`src/rtl/booth_mul_sched.sv`:
```
// Radix-2 Booth sequential multiplier shared by two requesters through a
// round-robin front end. Ports: req0/req1 valid/ready + operands, res valid/ready + product/id, busy.
module booth_mul_sched #(
  parameter int WIDTH = 4
) (
  input  logic               clk,
  input  logic               rst_n,
  input  logic               req0_valid,
  input  logic [WIDTH-1:0]   req0_m,
  input  logic [WIDTH-1:0]   req0_q,
  output logic               req0_ready,
  input  logic               req1_valid,
  input  logic [WIDTH-1:0]   req1_m,
  input  logic [WIDTH-1:0]   req1_q,
  output logic               req1_ready,
  output logic               res_valid,
  output logic [2*WIDTH-1:0] res_z,
  output logic               res_id,
  input  logic               res_ready,
  output logic               busy
);

  localparam int CW = (WIDTH > 1) ? $clog2(WIDTH) : 1;

  typedef enum logic [1:0] {
    IDLE = 2'd0,
    STEP = 2'd1,
    DONE = 2'd2
  } state_t;

  state_t           state_q, state_d;
  logic             prio_q, prio_d;
  logic [CW-1:0]    cnt_q, cnt_d;
  logic [WIDTH:0]   a_q, a_d;
  logic [WIDTH:0]   m_q, m_d;
  logic [WIDTH-1:0] qr_q, qr_d;
  logic             q1_q, q1_d;
  logic             id_q, id_d;

  logic             gnt0, gnt1;
  logic [WIDTH-1:0] sel_m, sel_q;
  logic [WIDTH:0]   sum;

  // prio==0 favours requester 0 on a tie; a lone requester always wins
  always_comb begin
    gnt1 = req1_valid && (!req0_valid || prio_q);
    gnt0 = req0_valid && !gnt1;
  end

  assign req0_ready = (state_q == IDLE) && gnt0;
  assign req1_ready = (state_q == IDLE) && gnt1;
  assign sel_m      = gnt1 ? req1_m : req0_m;
  assign sel_q      = gnt1 ? req1_q : req0_q;

  assign res_valid  = (state_q == DONE);
  assign res_z      = {a_q[WIDTH-1:0], qr_q};
  assign res_id     = id_q;
  assign busy       = (state_q != IDLE);

  always_comb begin
    sum = a_q;
    unique case ({qr_q[0], q1_q})
      2'b01:   sum = a_q + m_q;
      2'b10:   sum = a_q - m_q;
      default: sum = a_q;
    endcase
  end

  always_comb begin
    state_d = state_q;
    prio_d  = prio_q;
    cnt_d   = cnt_q;
    a_d     = a_q;
    m_d     = m_q;
    qr_d    = qr_q;
    q1_d    = q1_q;
    id_d    = id_q;
    unique case (state_q)
      IDLE: begin
        if (gnt0 || gnt1) begin
          m_d     = {sel_m[WIDTH-1], sel_m};
          a_d     = '0;
          qr_d    = sel_q;
          q1_d    = 1'b0;
          cnt_d   = '0;
          id_d    = gnt1;
          state_d = STEP;
        end
      end
      STEP: begin
        // arithmetic right shift of {A, Q, q_1} after the add/sub
        {a_d, qr_d, q1_d} = {sum[WIDTH], sum, qr_q};
        cnt_d = cnt_q + 1'b1;
        if (cnt_q == CW'(WIDTH - 1)) begin
          state_d = DONE;
        end
      end
      DONE: begin
        if (res_ready) begin
          prio_d  = ~id_q;
          state_d = IDLE;
        end
      end
      default: state_d = IDLE;
    endcase
  end

  always_ff @(posedge clk or negedge rst_n) begin
    if (!rst_n) begin
      state_q <= IDLE;
      prio_q  <= 1'b0;
      cnt_q   <= '0;
      a_q     <= '0;
      m_q     <= '0;
      qr_q    <= '0;
      q1_q    <= 1'b0;
      id_q    <= 1'b0;
    end else begin
      state_q <= state_d;
      prio_q  <= prio_d;
      cnt_q   <= cnt_d;
      a_q     <= a_d;
      m_q     <= m_d;
      qr_q    <= qr_d;
      q1_q    <= q1_d;
      id_q    <= id_d;
    end
  end

endmodule

```
`config.mk`:
```
export PLATFORM = sky130hd
export DESIGN_NAME = booth_mul_sched
export DESIGN_NICKNAME = d
export VERILOG_FILES = /design/src/rtl/booth_mul_sched.sv
export SDC_FILE = /design/constraint.sdc
export NUM_CORES = 1
export LEC_CHECK = 0
export CELL_PAD_IN_SITES_DETAIL_PLACEMENT = 2
export CELL_PAD_IN_SITES_GLOBAL_PLACEMENT = 2
export CORE_ASPECT_RATIO = 2
export CORE_MARGIN = 2
export CORE_UTILIZATION = 31
export CTS_BUF_LIST = sky130_fd_sc_hd__clkbuf_4 sky130_fd_sc_hd__clkbuf_8
export DETAILED_ROUTE_END_ITERATION = 16
export HOLD_SLACK_MARGIN = 0.03
export PLACE_DENSITY_LB_ADDON = 0.2
export SLEW_MARGIN = 25
export SYNTH_ARGS = -nofsm -noshare
export SYNTH_HDL_FRONTEND = slang
export SYNTH_SLANG_ARGS = --single-unit
```
`constraint.sdc`:
```
create_clock -name clk -period 5.1 [get_ports clk]
set_input_delay 1.275 -clock clk [delete_from_list [all_inputs] [get_ports clk]]
set_output_delay 1.275 -clock clk [all_outputs]
set_load 0.01 [all_outputs]
```
Word-level counts from Yosys, hierarchy flattened
Index checks and enable logic that the tools add are counted.
Widths: inputs -> output; s select.
{"block": "totals", "reg_bits": 20, "input_bits": 21, "output_inout_bits": 13, "elab_cells": 50}
{"block": "classes", "addsub": 3, "eq_ne": 8, "muxes": 15, "bitwise": 1, "reduce_logical": 15}
{"cell": "$pmux 5 s2", "count": 2}
{"cell": "$mux 4", "count": 3}
{"cell": "$mux 2", "count": 4}
{"cell": "$pmux 4 s2", "count": 1}
{"cell": "$eq 2x2->1 const B", "count": 3}
{"cell": "$pmux 2 s3", "count": 1}
{"cell": "$reduce_and 2->1", "count": 3}
{"cell": "$add 5x5->5", "count": 1}
{"cell": "$mux 5", "count": 1}
{"cell": "$sub 5x5->5", "count": 1}
{"cell": "$eq 2x1->1 const B", "count": 2}
{"cell": "$logic_and 1x1->1", "count": 4}
{"cell": "$ne 2x1->1 const B", "count": 2}
{"cell": "$pmux 2 s2", "count": 1}
{"cell": "$reduce_bool 2->1", "count": 2}
{"cell": "$reduce_and 3->1", "count": 1}
{"cell": "$add 2x1->2 const B", "count": 1}
{"cell": "$logic_not 1->1", "count": 2}
{"cell": "$logic_not 2->1", "count": 1}
{"cell": "$logic_or 1x1->1", "count": 2}
{"cell": "$ne 2x2->1 const B", "count": 1}
{"cell": "$pmux 1 s2", "count": 1}
{"cell": "$mux 1", "count": 1}
{"cell": "$not 1->1", "count": 1}

Longest topological paths before layout
Gate-level depths: netlist (run 1).
{"block": "depth", "word_depth": 8, "depth_mapped": 10, "depth_no_buf": 10}

Worst setup path before layout (run 1)
Ideal clock, no wire load.
{"block": "synth_timing", "kind": "input port to output port", "startpoint": "input req0_valid", "endpoint": "output req0_ready", "t_arrival_ns": 1.808, "required_time_ns": 3.825, "path_slack_ns": 2.017, "stages": 4, "n_path_buf": 1, "cell_sequence": "inv_1 > o21ai_1 > buf_6 > and3_1"}
{"block": "synth_between", "elab_chain_len": 6}
{"item": "start, declared", "line": "8", "rtl": "input logic req0_valid,"}
{"item": "$logic_not 1->1", "line": "46", "rtl": "gnt1 = req1_valid && (!req0_valid || prio_q);"}
{"item": "$logic_or 1x1->1", "line": "46"}
{"item": "$logic_and 1x1->1", "line": "46"}
{"item": "$logic_not 1->1", "line": "47", "rtl": "gnt0 = req0_valid && !gnt1;"}
{"item": "$logic_and 1x1->1 (*)", "line": "47"}
{"item": "$logic_and 1x1->1 (*)", "line": "50", "rtl": "assign req0_ready = (state_q == IDLE) && gnt0;"}
{"item": "end, declared", "line": "11", "rtl": "output logic req0_ready,"}
Every way passes the cells marked *; elsewhere a longest branch is shown, timed or not.

Final worst setup path (run 1)
Same ends and word-level chain as after synthesis.

==> out/qor.yml, run 1 <==
ant_nets: 0
synth_cells: 122
powerDensity_nw_per_um2: 712
cts_max_level: 1
synthXorXnorAreaFrac_pct: 3.02
worst_pin_slew_ns: 0.886
slew_viol_final: 0
cts_buffers: 3
die_w_um: 47.2
skew_ns: 0.00402
synthMuxAreaShare_pct: 7.88
drt_iter0_markers: 11
yosysTopAreaCell: "dfrtp_1"
area_growth_pct: 36.5
leakage_nw: 0.714
top_layer: "met4"
nets: 185
dpl.hpwl_um: 2680
dp_cells: 200
synth_top_family_by_area: "compound AO/OA/AOI/OAI gates"
finalWirelength_um: 3270
tritoncts: "built"
status: "finished, final reports clean"
drv_cap: 0
drc: 0
tns_ns: 0
synth_cell_type_count: 34
async_reset_ff_share_pct: 100
setup_violations: 0
syn_area_um2: 1160
period_share_pct: 83.7
wl_per_cell_um: 16.0
wl_met3_um: 92
period_needed_ns: 4.27
rows: 31
max_freq_ghz: 0.234
viasPerCell: 5.06
synth_top_area_share_pct: 41.0
fp.dieH_um: 90.5
ctsResizeCount: 0
critPathArrivalTime_ns: 2.99
final_cell_mix: "clkdlybuf4s50_1 (33), dfrtp_1 (19), inv_1 (12)"
grt_antenna_before_repair: 0
wl_met1_um: 1160
yosysWarningCount: 0
ys_top_cells_by_area: "dfrtp_1 (41%), ha_1 (7.6%), mux2i_1 (6.9%)"
endpoint_kind: "primary output"
core_um2: 3610
start_kind: "input port"
cts_buffer_depth: 2
ys_ff_latch: 19
synthFlopType: "dfrtp_1"
portBuffers: 33
synthSimpleGateAreaFrac_pct: 13.4
finalPower_mw: 1.13
vias: 1032
stdcell_count: 204
max-slew-margin-rel_pct: 40.8
yosysSeqAreaShare_pct: 41.0
routed-wl-met2_um: 1960
mostFrequentLayoutCell: "clkdlybuf4s50_1"
first_pass_iters: 3
fp.dieArea_um2: 4270
diodes: 0
syn_avg_cell_area_um2: 9.50
gp_congestion: 0.737
synth_edf_count: 0
synth_compound_area_share_pct: 19.0
grt_pass1_wl_um: 5300
grt_setup_unrepaired: "no"
cts.sinks: 19
crit_fanout: 10
vdd_ir_drop_max_v: 0.000295
synth_adder_area_share_pct: 9.29
clk_pin_slew_ns: 0.07
critPathKind: "in2out"
cts_setup_buffers: 0
final_layout_size_suffix_gt1_share_pct: 6.45
grt_pass1_vias: 1157
insertion_delay_ns: 0.26
grt_max_degree: 20
start_util_pct: 32.1
grt_util_all_layers_pct: 16.9
grt_remaining_overflow: 0
hold_viol: 0
syn_nets: 151
cts_hold_buf: 0
crit_required_ns: 3.83
min_path_type: "reg2reg"
cts_root_buf: "clkbuf_8"
pin_count: 34
synthesized netlist by cell type, types with 3 or more instances:
library cell,number
a22o_1,3
inv_1,12
nor2_1,10
nand2_1,5
dfrtp_1,19
a22oi_1,4
ha_1,7
o21ai_0,11
a21oi_1,6
mux2i_1,8
xnor2_1,3
nand2b_1,3
nand3_1,3
cell type report:
class	count	area (µm²)
Tap cell	49	61.3
Timing Repair Buffer	34	338
Clock buffer	4	48.8
Fill cell	413	2030
Multi-Input combinational cell	86	613
Inverter	12	45.0
Sequential cell	19	475
cells by family (layout without fill, tap and decap cells):
logic type,Yosys count,count (layout)
AO/OA/AOI/OAI,35,35
XOR/XNOR,4,4
adder cells (fa/ha/maj),8,8
buffers and inverters,17,50
flip-flops,19,19
multiplexers,9,9
AND/OR/NAND/NOR,30,30
report_power, final:
part,switching (mW),internal (mW)
clock network,0.0498,0.0609
registers,0.0733,0.225
logic,0.374,0.343
worst paths after layout:
path                                        end                 start  depth (start not counted)  slack [ns]
max                                  req0_ready            req0_valid                          6        0.83
min                        cnt_q[0]$_DFFE_PN0P_  cnt_q[0]$_DFFE_PN0P_                          1        0.51
max reg2reg                  a_q[3]$_DFFE_PN0P_    m_q[0]$_DFFE_PN0P_                          9        2.60
min reg2reg                cnt_q[0]$_DFFE_PN0P_  cnt_q[0]$_DFFE_PN0P_                          1        0.51
max in group asynchronous    a_q[3]$_DFFE_PN0P_                 rst_n                          1        3.04
min in group asynchronous   qr_q[1]$_DFFE_PN0P_                 rst_n                          1        1.51
critical path, cell delays in order:
cell and delay, ns:
clkdlybuf4s50_1 0.53, inv_1 0.06, o21ai_1 0.16, buf_4 0.24
and3_1 0.19, clkdlybuf4s50_1 0.54
state kept, by name, summed over array words and instances (netlist names):
signal and count:
q1_q 1, a_q 4, m_q 4, res_id 1
qr_q 4, state_q 2, cnt_q 2, prio_q 1
per-stage QoR:
| step | worst slack [ns] | hold WS [ns] | utilization (%) | instance area, µm² |
|---|---|---|---|---|
| 6_report | 0.833 | 0.508 | 43.8 | 1580 |
| 2_1_floorplan | 2.02 | 0.466 | - | 1160 |
| 4_1_cts | 0.825 | 0.515 | 43.7 | 1580 |
| 3_3_place_gp | 0.958 | 0.483 | 42.4 | 1530 |
| 3_5_place_dp | 0.834 | 0.498 | 42.4 | 1530 |
| 5_1_grt | 0.701 | 0.533 | 43.8 | 1580 |
layer usage:
layer | vias to the layer above | global-route usage [%]
li1 | 492 | -
met1 | 508 | 18.9
met2 | 27 | 29.7
met3 | 5 | 2.00
met4 | 0 | 6.48
met5 | - | 0
Power figures use the tool's default switching activity.
==> run 2, diff against run 1 <==
- CORE_UTILIZATION: 31 -> 26
- clock period: 5.1 -> 3.9 ns (I/O delays scaled with it)
==> run 2 against run 1 <==
Clock power rose by 31%. Final area rose by 0.63%. Worst hold slack got worse by 0.0091 ns. Sequential share of layout area fell by 0.19 points. Sequential cell count did not move. Final cell count rose by 2.9%. Critical endpoint unchanged. Largest power group unchanged.
==> out/qor.yml, run 2 (synthesis gave the netlist of run 1 again) <==
pin_count: 34  # unchanged
insertion_delay_ns: 0.26  # about the same
setup_violations: 0  # unchanged
drv_cap: 0  # unchanged
worstHoldPathCells: 1  # unchanged
min_path_type: "reg2reg"
utilization_pct: 37.0  # -6.8 points
critPathArrivalTime_ns: 2.51  # -0.48 ns
r2r-start: "q1_q$_DFFE_PN0P_"
fp.dieArea_um2: 5040  # +18%
worst_pin_slew_ns: 0.920  # +0.0342 ns
finalWirelength_um: 3220  # -1.6%
slew_viol_final: 0  # unchanged
diodes: 0  # unchanged
ctsResizeCount: 0  # unchanged
rows: 34  # +9.7%
powerDensity_nw_per_um2: 915  # +28%
grt_remaining_overflow: 0  # unchanged
hold_end: "prio_q$_DFFE_PN0P_"
fin_area_um2: 1590  # +0.63%
crit_fanout: 4  # -6
skew_ns: 0.00304  # -0.000978 ns
vdd_ir_drop_max_v: 0.000327  # +11%
area_growth_pct: 37.4
die_w_um: 51.2  # +8.4%
dp_cells: 206  # +3.0%
status: "finished, final reports clean"
clk_pin_slew_ns: 0.07  # about the same
mostFrequentLayoutCell: "clkdlybuf4s50_1"
first_pass_iters: 4  # +1
finalHoldWorstSlack_ns: 0.499  # -0.00907 ns
timing.final.ws_setup_ns: 0.419  # -0.414 ns
core_um2: 4300  # +19%
cts_hold_buf: 0  # unchanged
final_layout_size_suffix_gt1_share_pct: 6.41  # -0.041 points
tritoncts: "built"
cts_root_buf: "clkbuf_8"
tns_ns: 0  # unchanged
period_needed_ns: 3.48
cts.sinks: 19  # unchanged
drc: 0  # unchanged
worstReg2RegEnd: "a_q[3]$_DFFE_PN0P_"
final_cell_mix: "clkdlybuf4s50_1 (33), dfrtp_1 (19), inv_1 (12)"
grt_antenna_before_repair: 0  # unchanged
crit_required_ns: 2.92  # -0.91 ns
gp_congestion: 0.703  # -4.6%
wl_per_cell_um: 15.3  # -4.4%
endpoint_kind: "primary output"
grt_util_all_layers_pct: 14.5  # -2.4 points
dpl.hpwl_um: 2660  # -0.67%
critPathKind: "in2out"
hold_viol: 0  # unchanged
grt_pass1_vias: 1216  # +5.1%
vias: 1059  # +2.6%
nets: 186  # +0.54%
grt_setup_unrepaired: "no"
reg2reg_depth: 9  # unchanged
portBuffers: 33  # unchanged
stdcell_count: 210  # +2.9%
leakage_nw: 0.718  # +0.51%
reg2reg_slack_ns: 1.45  # -1.15 ns
cts_buffers: 3  # unchanged
max-slew-margin-rel_pct: 38.5  # -2.3 points
cts_buffer_depth: 2  # unchanged
postPlaceCellArea_um2: 1540  # +0.90%
ant_nets: 0  # unchanged
grt_pass1_wl_um: 5610  # +5.9%
largestRegisters: "a_q (4), m_q (4), qr_q (4)"
holdCritStartpoint: "res_id$_DFFE_PN0P_"
max_freq_ghz: 0.287
start_util_pct: 27.0  # -5.2 points
viasPerCell: 5.04  # -0.32%
grt_max_degree: 20  # unchanged
finalPower_mw: 1.46  # +29%
nFillCells: 491  # +19%
period_share_pct: 89.3
cts_max_level: 1  # unchanged
cts_setup_buffers: 0  # unchanged
start_kind: "input port"
dp_slack_ns: 0.417  # -0.417 ns
fp.dieH_um: 98.4  # +8.8%
drt_iter0_markers: 7  # -4
run 2: layout make-up:
class | count | area [µm²] | share of cell area (%)
tap | 54 | 67.6 | 4.25
clock buffer | 4 | 48.8 | 3.07
inverter | 12 | 45.0 | 2.83
sequential | 19 | 475 | 29.9
timing repair buffer | 35 | 345 | 21.7
multi-input combinational | 86 | 609 | 38.3
run 2: routing by layer:
layer  global-route usage (%)  vias to the layer above  routed length, µm
met5                        0                        -                  0
met4                     6.24                        0                 55
met3                     1.68                        4                111
li1                         -                      494                  -
met2                     27.1                       29               1880
met1                     15.4                      532               1180
run 2: how the worst max path moves through the flow:
stage	startpoint	end	cells after the start
2_1_floorplan	req0_valid	req0_ready	4
3_3_place_gp	req0_valid	req0_ready	5
3_5_place_dp	req0_valid	req0_ready	5
4_1_cts	req0_valid	req0_ready	5
5_1_grt	req0_valid	req0_ready	5
6_report	req0_valid	req0_ready	5
run 2: power breakdown:
group          internal [mW]  switching [mW]  total, mW  leakage [nW]
sequential             0.294          0.0915      0.386         0.235
clock                 0.0797          0.0658      0.145        0.0262
combinational          0.451           0.474      0.924         0.456
total                  0.824           0.631       1.46         0.718
run 2: critical path, stage by stage:
cell and delay (ns):
clkdlybuf4s50_1 0.52, inv_1 0.06, o21ai_1 0.21, and3_1 0.20, clkdlybuf4s50_1 0.54
